$ cat config.mk
export PLATFORM = sky130hd
export DESIGN_NAME = fsm_match_monitor_flat
export DESIGN_NICKNAME = d
export VERILOG_FILES = /design/src/rtl/fsm_mon_pkg.sv /design/src/rtl/fsm_match_monitor_if.sv /design/src/rtl/pulse_stretcher.sv /design/src/rtl/fsm_match_monitor.sv /design/src/flat_wrapper.sv
export SDC_FILE = /design/constraint.sdc
export NUM_CORES = 1
export LEC_CHECK = 0
export CAP_MARGIN = 10
export CORE_ASPECT_RATIO = 0.9
export CORE_MARGIN = 5
export CORE_UTILIZATION = 45
export DETAILED_ROUTE_END_ITERATION = 8
export DONT_BUFFER_PORTS = 1
export GPL_ROUTABILITY_DRIVEN = 0
export PLACE_DENSITY = 0.65
export SYNTH_ARGS = -nofsm -noshare
export SYNTH_HDL_FRONTEND = slang
export SYNTH_SLANG_ARGS = --single-unit
$ cat constraint.sdc
create_clock -name clk -period 5.16 [get_ports clk]
set_clock_uncertainty 0.2 [all_clocks]
set_input_delay 0 -clock clk [delete_from_list [all_inputs] [get_ports clk]]
set_output_delay 0 -clock clk [all_outputs]
set_load 0.1 [all_outputs]
$ cat src/rtl/fsm_mon_pkg.sv
// Shared types and constants for the run-detector match monitor.
package fsm_mon_pkg;

    typedef enum logic [1:0] {
        IDLE,
        ZRUN,
        ORUN,
        BRUN
    } run_state_e;

    localparam logic [1:0] KIND_NONE = 2'b00;
    localparam logic [1:0] KIND_ZERO = 2'b01;
    localparam logic [1:0] KIND_ONE  = 2'b10;
    localparam logic [1:0] KIND_UNCL = 2'b11;

    localparam logic [3:0] ZERO_CODE_DEF = 4'd4;
    localparam logic [3:0] ONE_CODE_DEF  = 4'd8;

    function automatic logic [1:0] kind_of(input run_state_e s);
        kind_of = KIND_NONE;
        unique case (s)
            IDLE: kind_of = KIND_NONE;
            ZRUN: kind_of = KIND_ZERO;
            ORUN: kind_of = KIND_ONE;
            BRUN: kind_of = KIND_UNCL;
        endcase
    endfunction

endpackage

$ cat src/rtl/fsm_match_monitor_if.sv
// Detector-side inputs and board-side outputs of the match monitor.
// max_len exists only when MATCH_STATS_EN is defined.
interface fsm_match_monitor_if #(
    parameter int CNT_W = 8
);
    logic             z;
    logic [8:0]       y;
    logic             clr;
    logic [CNT_W-1:0] zero_cnt;
    logic [CNT_W-1:0] one_cnt;
    logic             match_led;
    logic [1:0]       match_kind;
    logic             err;
`ifdef MATCH_STATS_EN
    logic [CNT_W-1:0] max_len;

    modport master (
        output z, y, clr,
        input  zero_cnt, one_cnt, match_led,
        input  match_kind, err, max_len
    );
    modport slave (
        input  z, y, clr,
        output zero_cnt, one_cnt, match_led,
        output match_kind, err, max_len
    );
`else
    modport master (
        output z, y, clr,
        input  zero_cnt, one_cnt, match_led,
        input  match_kind, err
    );
    modport slave (
        input  z, y, clr,
        output zero_cnt, one_cnt, match_led,
        output match_kind, err
    );
`endif
endinterface

$ cat src/rtl/pulse_stretcher.sv
// Retriggerable stretcher: out stays high HOLD_CYC cycles after trig.
module pulse_stretcher #(
    parameter int HOLD_CYC = 25000000,
    parameter int HOLD_W   = 25
) (
    input  logic clk,
    input  logic reset,
    input  logic trig,
    output logic out
);

    logic [HOLD_W-1:0] cnt_q, cnt_d;
    logic              led_q, led_d;

    always_ff @(posedge clk or negedge reset) begin
        if (!reset) begin
            cnt_q <= '0;
            led_q <= 1'b0;
        end else begin
            cnt_q <= cnt_d;
            led_q <= led_d;
        end
    end

    always_comb begin
        cnt_d = cnt_q;
        led_d = 1'b0;
        if (trig) begin
            cnt_d = HOLD_W'(HOLD_CYC - 1);
            led_d = 1'b1;
        end else if (cnt_q != '0) begin
            cnt_d = cnt_q - 1'b1;
            led_d = 1'b1;
        end
    end

    assign out = led_q;

endmodule

$ cat src/rtl/fsm_match_monitor.sv
// Classifies and counts detector match runs, drives a stretched LED.
// Optional MATCH_STATS_EN adds the longest-run tracker (max_len).
module fsm_match_monitor
    import fsm_mon_pkg::*;
#(
    parameter int         CNT_W     = 8,
    parameter int         HOLD_CYC  = 25000000,
    parameter int         HOLD_W    = 25,
    parameter logic [3:0] ZERO_CODE = ZERO_CODE_DEF,
    parameter logic [3:0] ONE_CODE  = ONE_CODE_DEF
) (
    input logic                clk,
    input logic                reset,
    fsm_match_monitor_if.slave mon
);

    localparam logic [CNT_W-1:0] CNT_MAX = '1;

    logic [3:0]       y_dly_q;
    logic             z_dly_q, armed_q, rise_q;
    logic             armed_d, rise;
    run_state_e       state_q, state_d, cls;
    logic [CNT_W-1:0] zero_cnt_q, zero_cnt_d;
    logic [CNT_W-1:0] one_cnt_q, one_cnt_d;
    logic             err_q, err_d;
    logic             unused_y;

    assign unused_y = ^mon.y[8:4];

    always_ff @(posedge clk or negedge reset) begin
        if (!reset) begin
            y_dly_q    <= '0;
            z_dly_q    <= 1'b0;
            armed_q    <= 1'b0;
            rise_q     <= 1'b0;
            state_q    <= IDLE;
            zero_cnt_q <= '0;
            one_cnt_q  <= '0;
            err_q      <= 1'b0;
        end else begin
            y_dly_q    <= mon.y[3:0];
            z_dly_q    <= mon.z;
            armed_q    <= armed_d;
            rise_q     <= rise;
            state_q    <= state_d;
            zero_cnt_q <= zero_cnt_d;
            one_cnt_q  <= one_cnt_d;
            err_q      <= err_d;
        end
    end

    // z held high across reset release must be seen low before a rise counts
    always_comb begin
        armed_d = armed_q | ~mon.z;
        rise    = mon.z & ~z_dly_q & armed_q;
        unique case (1'b1)
            (y_dly_q == ZERO_CODE): cls = ZRUN;
            (y_dly_q == ONE_CODE):  cls = ORUN;
            default:                cls = BRUN;
        endcase
    end

    always_comb begin
        state_d = state_q;
        unique case (state_q)
            IDLE:             if (rise)   state_d = cls;
            ZRUN, ORUN, BRUN: if (!mon.z) state_d = IDLE;
        endcase
    end

    always_comb begin
        zero_cnt_d = zero_cnt_q;
        one_cnt_d  = one_cnt_q;
        err_d      = err_q;
        if (mon.clr) begin
            zero_cnt_d = '0;
            one_cnt_d  = '0;
            err_d      = 1'b0;
        end else if (rise) begin
            unique case (cls)
                ZRUN: if (zero_cnt_q != CNT_MAX)
                    zero_cnt_d = zero_cnt_q + 1'b1;
                ORUN: if (one_cnt_q != CNT_MAX)
                    one_cnt_d = one_cnt_q + 1'b1;
                default: err_d = 1'b1;
            endcase
        end
    end

    pulse_stretcher #(
        .HOLD_CYC(HOLD_CYC),
        .HOLD_W  (HOLD_W)
    ) u_led (
        .clk  (clk),
        .reset(reset),
        .trig (rise_q),
        .out  (mon.match_led)
    );

    assign mon.zero_cnt   = zero_cnt_q;
    assign mon.one_cnt    = one_cnt_q;
    assign mon.err        = err_q;
    assign mon.match_kind = kind_of(state_q);

`ifdef MATCH_STATS_EN
    logic [CNT_W-1:0] len_q, len_d;
    logic [CNT_W-1:0] max_q, max_d;
    logic             run_exit;

    always_ff @(posedge clk or negedge reset) begin
        if (!reset) begin
            len_q <= '0;
            max_q <= '0;
        end else begin
            len_q <= len_d;
            max_q <= max_d;
        end
    end

    always_comb begin
        run_exit = (state_q != IDLE) & ~mon.z;
        len_d    = len_q;
        max_d    = max_q;
        if (run_exit) begin
            len_d = '0;
        end else if (rise) begin
            len_d = CNT_W'(1);
        end else if (state_q != IDLE && len_q != CNT_MAX) begin
            len_d = len_q + 1'b1;
        end
        if (mon.clr) begin
            max_d = '0;
        end else if (run_exit && len_q > max_q) begin
            max_d = len_q;
        end
    end

    assign mon.max_len = max_q;
`endif

endmodule

$ cat src/flat_wrapper.sv
// flat-port wrapper written by rule: the top's interface ports become plain ports
module fsm_match_monitor_flat import fsm_mon_pkg::*;
#(
    parameter int         CNT_W     = 8,
    parameter int         HOLD_CYC  = 25000000,
    parameter int         HOLD_W    = 25,
    parameter logic [3:0] ZERO_CODE = ZERO_CODE_DEF,
    parameter logic [3:0] ONE_CODE  = ONE_CODE_DEF
)
  (clk, reset, mon_z, mon_y, mon_clr, mon_zero_cnt, mon_one_cnt, mon_match_led, mon_match_kind, mon_err);
  fsm_match_monitor_if #(.CNT_W(CNT_W)) mon_i ();
  input logic clk;
  input logic reset;
  input wire logic [$bits(mon_i.z)-1:0] mon_z;
  input wire logic [$bits(mon_i.y)-1:0] mon_y;
  input wire logic [$bits(mon_i.clr)-1:0] mon_clr;
  output wire logic [$bits(mon_i.zero_cnt)-1:0] mon_zero_cnt;
  output wire logic [$bits(mon_i.one_cnt)-1:0] mon_one_cnt;
  output wire logic [$bits(mon_i.match_led)-1:0] mon_match_led;
  output wire logic [$bits(mon_i.match_kind)-1:0] mon_match_kind;
  output wire logic [$bits(mon_i.err)-1:0] mon_err;
  assign mon_i.z = mon_z;
  assign mon_i.y = mon_y;
  assign mon_i.clr = mon_clr;
  assign mon_zero_cnt = mon_i.zero_cnt;
  assign mon_one_cnt = mon_i.one_cnt;
  assign mon_match_led = mon_i.match_led;
  assign mon_match_kind = mon_i.match_kind;
  assign mon_err = mon_i.err;
  fsm_match_monitor #(.CNT_W(CNT_W), .HOLD_CYC(HOLD_CYC), .HOLD_W(HOLD_W), .ZERO_CODE(ZERO_CODE), .ONE_CODE(ONE_CODE)) u_core (.clk(clk), .reset(reset), .mon(mon_i));
endmodule
Word level (Yosys, flattened, before mapping). Cells that the tools add are included.

Flip-flop bits (word level): 52. Bits of input ports: 13. Output and inout port bits: 20. Word-level logic and storage cells: 64.

$add $sub $neg: 3. Equality and inequality tests: 12. Mux-type cells: 20. Bitwise operators: 5. Reductions and logical operators: 14.

Operators by type and width (number): two-way mux 8 bit (8); two-way mux 25 bit (2); nonzero test 25 bit (1); subtractor 25 x 1 -> 25 bit (second input constant) (1); adder 8 x 1 -> 8 bit (second input constant) (2); != test 8 bit (second input constant) (2); nonzero test 2 bit (6); case mux 2 bit (2 select lines) (2); case mux 2 bit (4 select lines) (1); equality test 2 bit (second input constant) (3); AND reduction 3 bit (2); two-way mux 1 bit (5); equality test 2 x 1 -> 1 bit (second input constant) (2); equality test 4 x 3 -> 1 bit (second input constant) (1); equality test 4 bit (second input constant) (1); two-way mux 2 bit (2); != test 2 x 1 -> 1 bit (second input constant) (2); AND reduction 2 bit (2); OR reduction 3 bit (1); AND 1 bit (2); logical NOT 2 bit (1); != test 2 bit (second input constant) (1); NOT 1 bit (2); OR reduction 2 bit (1); OR 1 bit (1).

Logic depth before layout (Yosys ltp).
Depth after elaboration: 7. Depth in mapped cells: 8. Gate-level depth less buffers: 8.

Cells and area by module. From an unflattened synthesis, not the netlist that was laid out.

Cell total of the unflattened synthesis: 267. Area total of the unflattened synthesis: 2755.1 um^2.

By module, submodules not included: pulse_stretcher (instances 1, cells each 150, area an instance 1514.0 um^2, seq. area each 650.6 um^2); fsm_match_monitor (instances 1, cells each 117, area an instance 1241.2 um^2, seq. area each 650.6 um^2).

Least setup slack after synthesis. OpenSTA, ideal clock, no wires.

Path kind: flip-flop to flip-flop. Start point: register u_core.zero_cnt_q[2] (netlist: u_core.mon.zero_cnt[2]). End point: register u_core.zero_cnt_q[5] (netlist: u_core.mon.zero_cnt[5]). Library setup time: 0.078 ns. Data arrival time: 2.122 ns. Required time: 4.882 ns. Setup slack: 2.760 ns. Stages on the path, launching flop included: 5. Path buffers: 0. Period minus slack after synthesis: 2.400 ns. Cells stage by stage: dfrtp_1 -> nand2_1 -> or3_1 -> or4_1 -> a21oi_1.

Cells in the longest elaborated chain, start to end: 5. Elaborated cells on any way between the ends: 8. Classes of those cells: add/sub: 1; eq/ne: 1; mux: 4; reduce/logical: 2.

RTL lines: from (decl) (line fsm_match_monitor.sv:23) `logic [CNT_W-1:0] zero_cnt_q, zero_cnt_d;`; from (signal assigned) (line fsm_match_monitor.sv:46) `zero_cnt_q <= zero_cnt_d;`; adder 8 x 1 -> 8 bit (line fsm_match_monitor.sv:82) `zero_cnt_d = zero_cnt_q + 1'b1;`; two-way mux 8 bit (line fsm_match_monitor.sv:81) `ZRUN: if (zero_cnt_q != CNT_MAX)`; two-way mux 8 bit (line fsm_match_monitor.sv:80) `unique case (cls)`; two-way mux 8 bit (line fsm_match_monitor.sv:79) `end else if (rise) begin`; two-way mux 8 bit (line fsm_match_monitor.sv:75) `if (mon.clr) begin`.

Parallel ways exist; a longest one is shown, timed or not. The select of a mux whose other input is x is not followed. A chain may end at the register's enable or synchronous reset.

Worst setup path in the final report.
Start point: register u_core.u_led.cnt_q[5]. End point: register u_core.u_led.cnt_q[9].

Cells in the longest elaborated chain, start to end: 3. Elaborated cells on any way between the ends: 5. Classes of those cells: add/sub: 1; mux: 2; reduce/logical: 2.

RTL lines: from (decl) (line pulse_stretcher.sv:12) `logic [HOLD_W-1:0] cnt_q, cnt_d;`; from (signal assigned) (line pulse_stretcher.sv:20) `cnt_q <= cnt_d;`; subtractor 25 x 1 -> 25 bit (line pulse_stretcher.sv:32) `cnt_d = cnt_q - 1'b1;`; two-way mux 25 bit (line pulse_stretcher.sv:31) `end else if (cnt_q != '0) begin`; two-way mux 25 bit (line pulse_stretcher.sv:28) `if (trig) begin`.

Parallel ways exist; a longest one is shown, timed or not. The select of a mux whose other input is x is not followed.

==> results by group <==
Timing
  – F_max: 372.0 MHz
  – RSZ-0062 raised after global routing: no
  – Setup ws final: between 2 and 2.5 ns
  – Fin Setup TNS: 0 ns
  – Fin. Hold Viols: 0
  – Worst Tran Pin Value: about 1.1 ns
  – Max Transition Viols Final: 0
  – Period utilisation layout: a little over half
  – Rel. slew slack: 29.92%
  – Final min period: approximately 2.7 ns
  – Setup violations, final: 0

Synthesis
  – EDFF count, synth: 0
  – Syn Inst Count: roughly 300
  – Sequential share of the synthesized area: roughly 45%
  – Ys async rst share: 100.0%
  – Synth Area in XOR/XNOR: around 2.4%
  – Simple-Gate Fraction of Synth Area: 27.75%
  – Syn_nets: 312
  – FF+latch count, synth: 52
  – Compound-cell area share of the yosys netlist: roughly 11%
  – Main combinational cell family by area after synthesis: simple AND/OR/NAND/NOR gates
  – Main synth FF type: dfrtp_1
  – Synthesized area: between 2000 and 3000 um2
  – Area leader, netlist: dfrtp_1
  – Adder-cell area share of the yosys netlist: 2.577%
  – Syn avg cell area: between 9 and 10 um2
  – Post-synth top area share: between 40% and 50%
  – Post-synthesis mux area share: 6.271%
  – Cell variety after synth: 51
  – Yosys warnings: 0
  – Synth area leaders: dfrtp_1, nor2_1, mux2i_1, nor2b_1, ha_1

Global route
  – Grt ovf: 0
  – Met3 Usage GRT: between 3 and 4%
  – Met2 usage: 25.99%
  – Largest net degree at the start of global routing: between 50 and 60
  – Initial antenna violation count: 0
  – Met1 Use GR: 22.60%
  – Busiest grt layer: met2
  – GRT Overall Usage: roughly 16%
  – Global-route wire length before repair: between 10 and 15 mm
  – Vias in the first global route: 2182

Floorplan
  – Die X: around 95 um
  – Die area: between 8000 and 9000 um2
  – Io pins: 33
  – Core area: between 6000 and 7000 um2
  – FP Rows: 27
  – Chip height: about 86 um
  – Starting Density: roughly 47%

Layout
  – Layout Area Growth over Synthesis: 7.775%
  – Commonest cells after routing, fill and taps aside: dfrtp_1, nor2_1, nand3_1, nor2b_1, a21oi_1
  – Commonest non-fill, non-tap cell in the layout: dfrtp_1
  – Diode count: 0
  – Layout cells sized above 1: around 8.4%
  – Final Util: 50.50%
  – Layout Cells excl Fill: slightly below 400
  – FILL cells: 614
  – NumNets Final: 316

Critical path
  – R2r startpoint: u_core.u_led.cnt_q[5]
  – CP Data Arrival Time: approximately 2.7 ns
  – Reg-to-reg setup timing slack: ~2.5 ns
  – Reg2reg end: u_core.u_led.cnt_q[9]
  – Largest stage delay, worst path: around 0.66 ns
  – Reg2reg path depth: 4
  – Crit-path max FO: 12
  – Critical path capture point type: flop
  – Crit path required time: 5.16 ns
  – Critical Path, Cell by Cell: nor4_4 > nand2_1 > a2111oi_0 > mux2_2
  – Kind of critical path: flop to flop
  – Crit-path leading delay family: simple AND/OR/NAND/NOR gates
  – Critical-path top delay cell: nor4_4
  – Startpoint Class: flop
  – Worst Path Buf+Inv: 0

Route
  – Residual DRC: 0
  – Final ANT Viol Nets: 0
  – Iteration-0 DRC Markers: about 140
  – Vias per cell: 5.860
  – TritonRoute pass-1 iters: 4
  – Via count: ~2300
  – WL final: 6.168 mm
  – Drt wl/cell: roughly 16 um

Pwr
  – Final Total Pwr: 779.7 uW
  – P_int: roughly 550 uW
  – Max IR drop VDD: between 0.15 and 0.2 mV
  – Sw Share: about 29%
  – Flop pwr share: between 60% and 70%
  – Clk network pwr share: 30.3%
  – Power per cell area: around 250 nW/um2
  – Gate power share: a little under 9%
  – Sw Pwr: 229.9 uW
  – Leak Pwr: 1.176 nW

Min path
  – HP Class: primary input to flop
  – Hold endpoint: u_core.y_dly_q[1]
  – Start point of the worst hold path: mon_y[1]
  – Cell depth of the worst hold path: 1

CTS
  – CTS H-Tree Depth: 2
  – Worst-Skew Late Latency: just over 0.3 ns
  – CTS resizes: 0
  – Total CTS buffers: 5
  – TritonCTS Sinks: 52
  – Clock Pin Slew Worst Setup and Hold Paths: 0.10 ns
  – Root buf cell: clkbuf_8
  – TritonCTS clock tree: done
  – Clock buffer depth: 2

Outcome
  – Status: complete, no violations

Placed design
  – IO Port Bufs: 0
  – # placed instances: between 300 and 400
  – Setup WS pre-CTS: between 2 and 3 ns
  – Post-DP HPWL: 4.085 mm

Job
  – Max cap viols: 0
-- worst max-delay path by stage --
stage | startpoint | endpoint | slack (ns) | depth (start not counted)
detailed placement | u_core.u_led.cnt_q[5] | u_core.u_led.cnt_q[9] | 2.52 | 4
global placement | u_core.u_led.cnt_q[5] | u_core.u_led.cnt_q[9] | 2.52 | 4
floorplan | u_core.mon.zero_cnt[2] | u_core.mon.zero_cnt[5] | 2.76 | 4
global route | u_core.u_led.cnt_q[5] | u_core.u_led.cnt_q[9] | 2.24 | 4
CTS | u_core.u_led.cnt_q[5] | u_core.u_led.cnt_q[9] | 2.48 | 4
finish | u_core.u_led.cnt_q[5] | u_core.u_led.cnt_q[9] | 2.47 | 4
-- synth_stat cells (4+ instances only) --
master and number:
mux2_2 6, or4_1 6, nand2_1 13, o21ai_0 6, nand3_1 15, nor4_1 10
nor2_1 34, nor3_1 6, xor2_1 4, dfrtp_1 52, a21oi_1 14, mux2i_1 10
or3_1 6, clkbuf_1 5, o41ai_1 5, ha_1 6, nor2b_1 15, o31ai_1 6
inv_1 12, nand4_1 7, xnor2_1 4, nand3b_1 4
-- stage by stage --
stage | hold slack (ns) | instance area (um2)
detailed placement | -0.4934 | 2933
global route | 0.03933 | 3139
global placement | -0.4933 | 2933
floorplan | -0.4956 | 2913
finish | 0.03671 | 3139
CTS | 0.03285 | 3139
-- metal layers --
metal / vias to the layer above / wire length [um]
met1: 1109 / 2931
met4: 0 / 44
li1: 1089 / -
met3: 6 / 297
met2: 52 / 2894
met5: - / 0
-- cell type report --
| type | count | area [um2] | area share [%] |
|---|---|---|---|
| flip-flops and latches | 52 | 1301 | 41.45 |
| well taps | 87 | 108.9 | 3.468 |
| clock inverters | 2 | 16.27 | 0.5181 |
| inverters | 12 | 45.04 | 1.435 |
| clock buffers | 6 | 72.57 | 2.312 |
| multi-input cells | 215 | 1470 | 46.83 |
| repair buffers | 11 | 125.1 | 3.986 |
-- power by group through the flow --
| stage | clock (mW) | combinational (mW) | sequential, mW |
|---|---|---|---|
| floorplan | 0 | 0.0786 | 0.451 |
| global placement | 0 | 0.0492 | 0.481 |
| detailed placement | 0 | 0.0509 | 0.482 |
| CTS | 0.245 | 0.0708 | 0.474 |
| global route | 0.264 | 0.0783 | 0.478 |
| finish | 0.237 | 0.0691 | 0.474 |
-- timing repair --
action | CTS | global route
setup endpoints to repair | 0 | 0
buffers inserted | 0 | 0
hold endpoints to repair | 78 | 0
hold buffers | 10 | 0
-- worst reg2reg max path: cells and delay by family (launching register included) --
family | cells | cell delay [ns]
flip-flops | 1 | 0.44
AO/OA/AOI/OAI | 1 | 0.54
AND/OR/NAND/NOR | 2 | 1.01
multiplexers | 1 | 0.39
-- cell families (layout without fill, tap and decap cells) --
group,Yosys count,count (layout)
AND/OR/NAND/NOR,136,136
flip-flops,52,52
AO/OA/AOI/OAI,48,48
buffers and inverters,26,31
multiplexers,17,17
XOR/XNOR,8,8
adder cells (fa/ha/maj),6,6
-- state kept, by name, summed over array words and instances (netlist names) --
name and count:
u_core.armed_q 1, u_core.mon.err 1, u_core.mon.one_cnt 8, u_core.mon.zero_cnt 8, u_core.rise_q 1, u_core.state_q 2, u_core.u_led.cnt_q 25, u_core.u_led.out 1
u_core.y_dly_q 4, u_core.z_dly_q 1
Note: power is estimated with default switching activity, not from simulation.
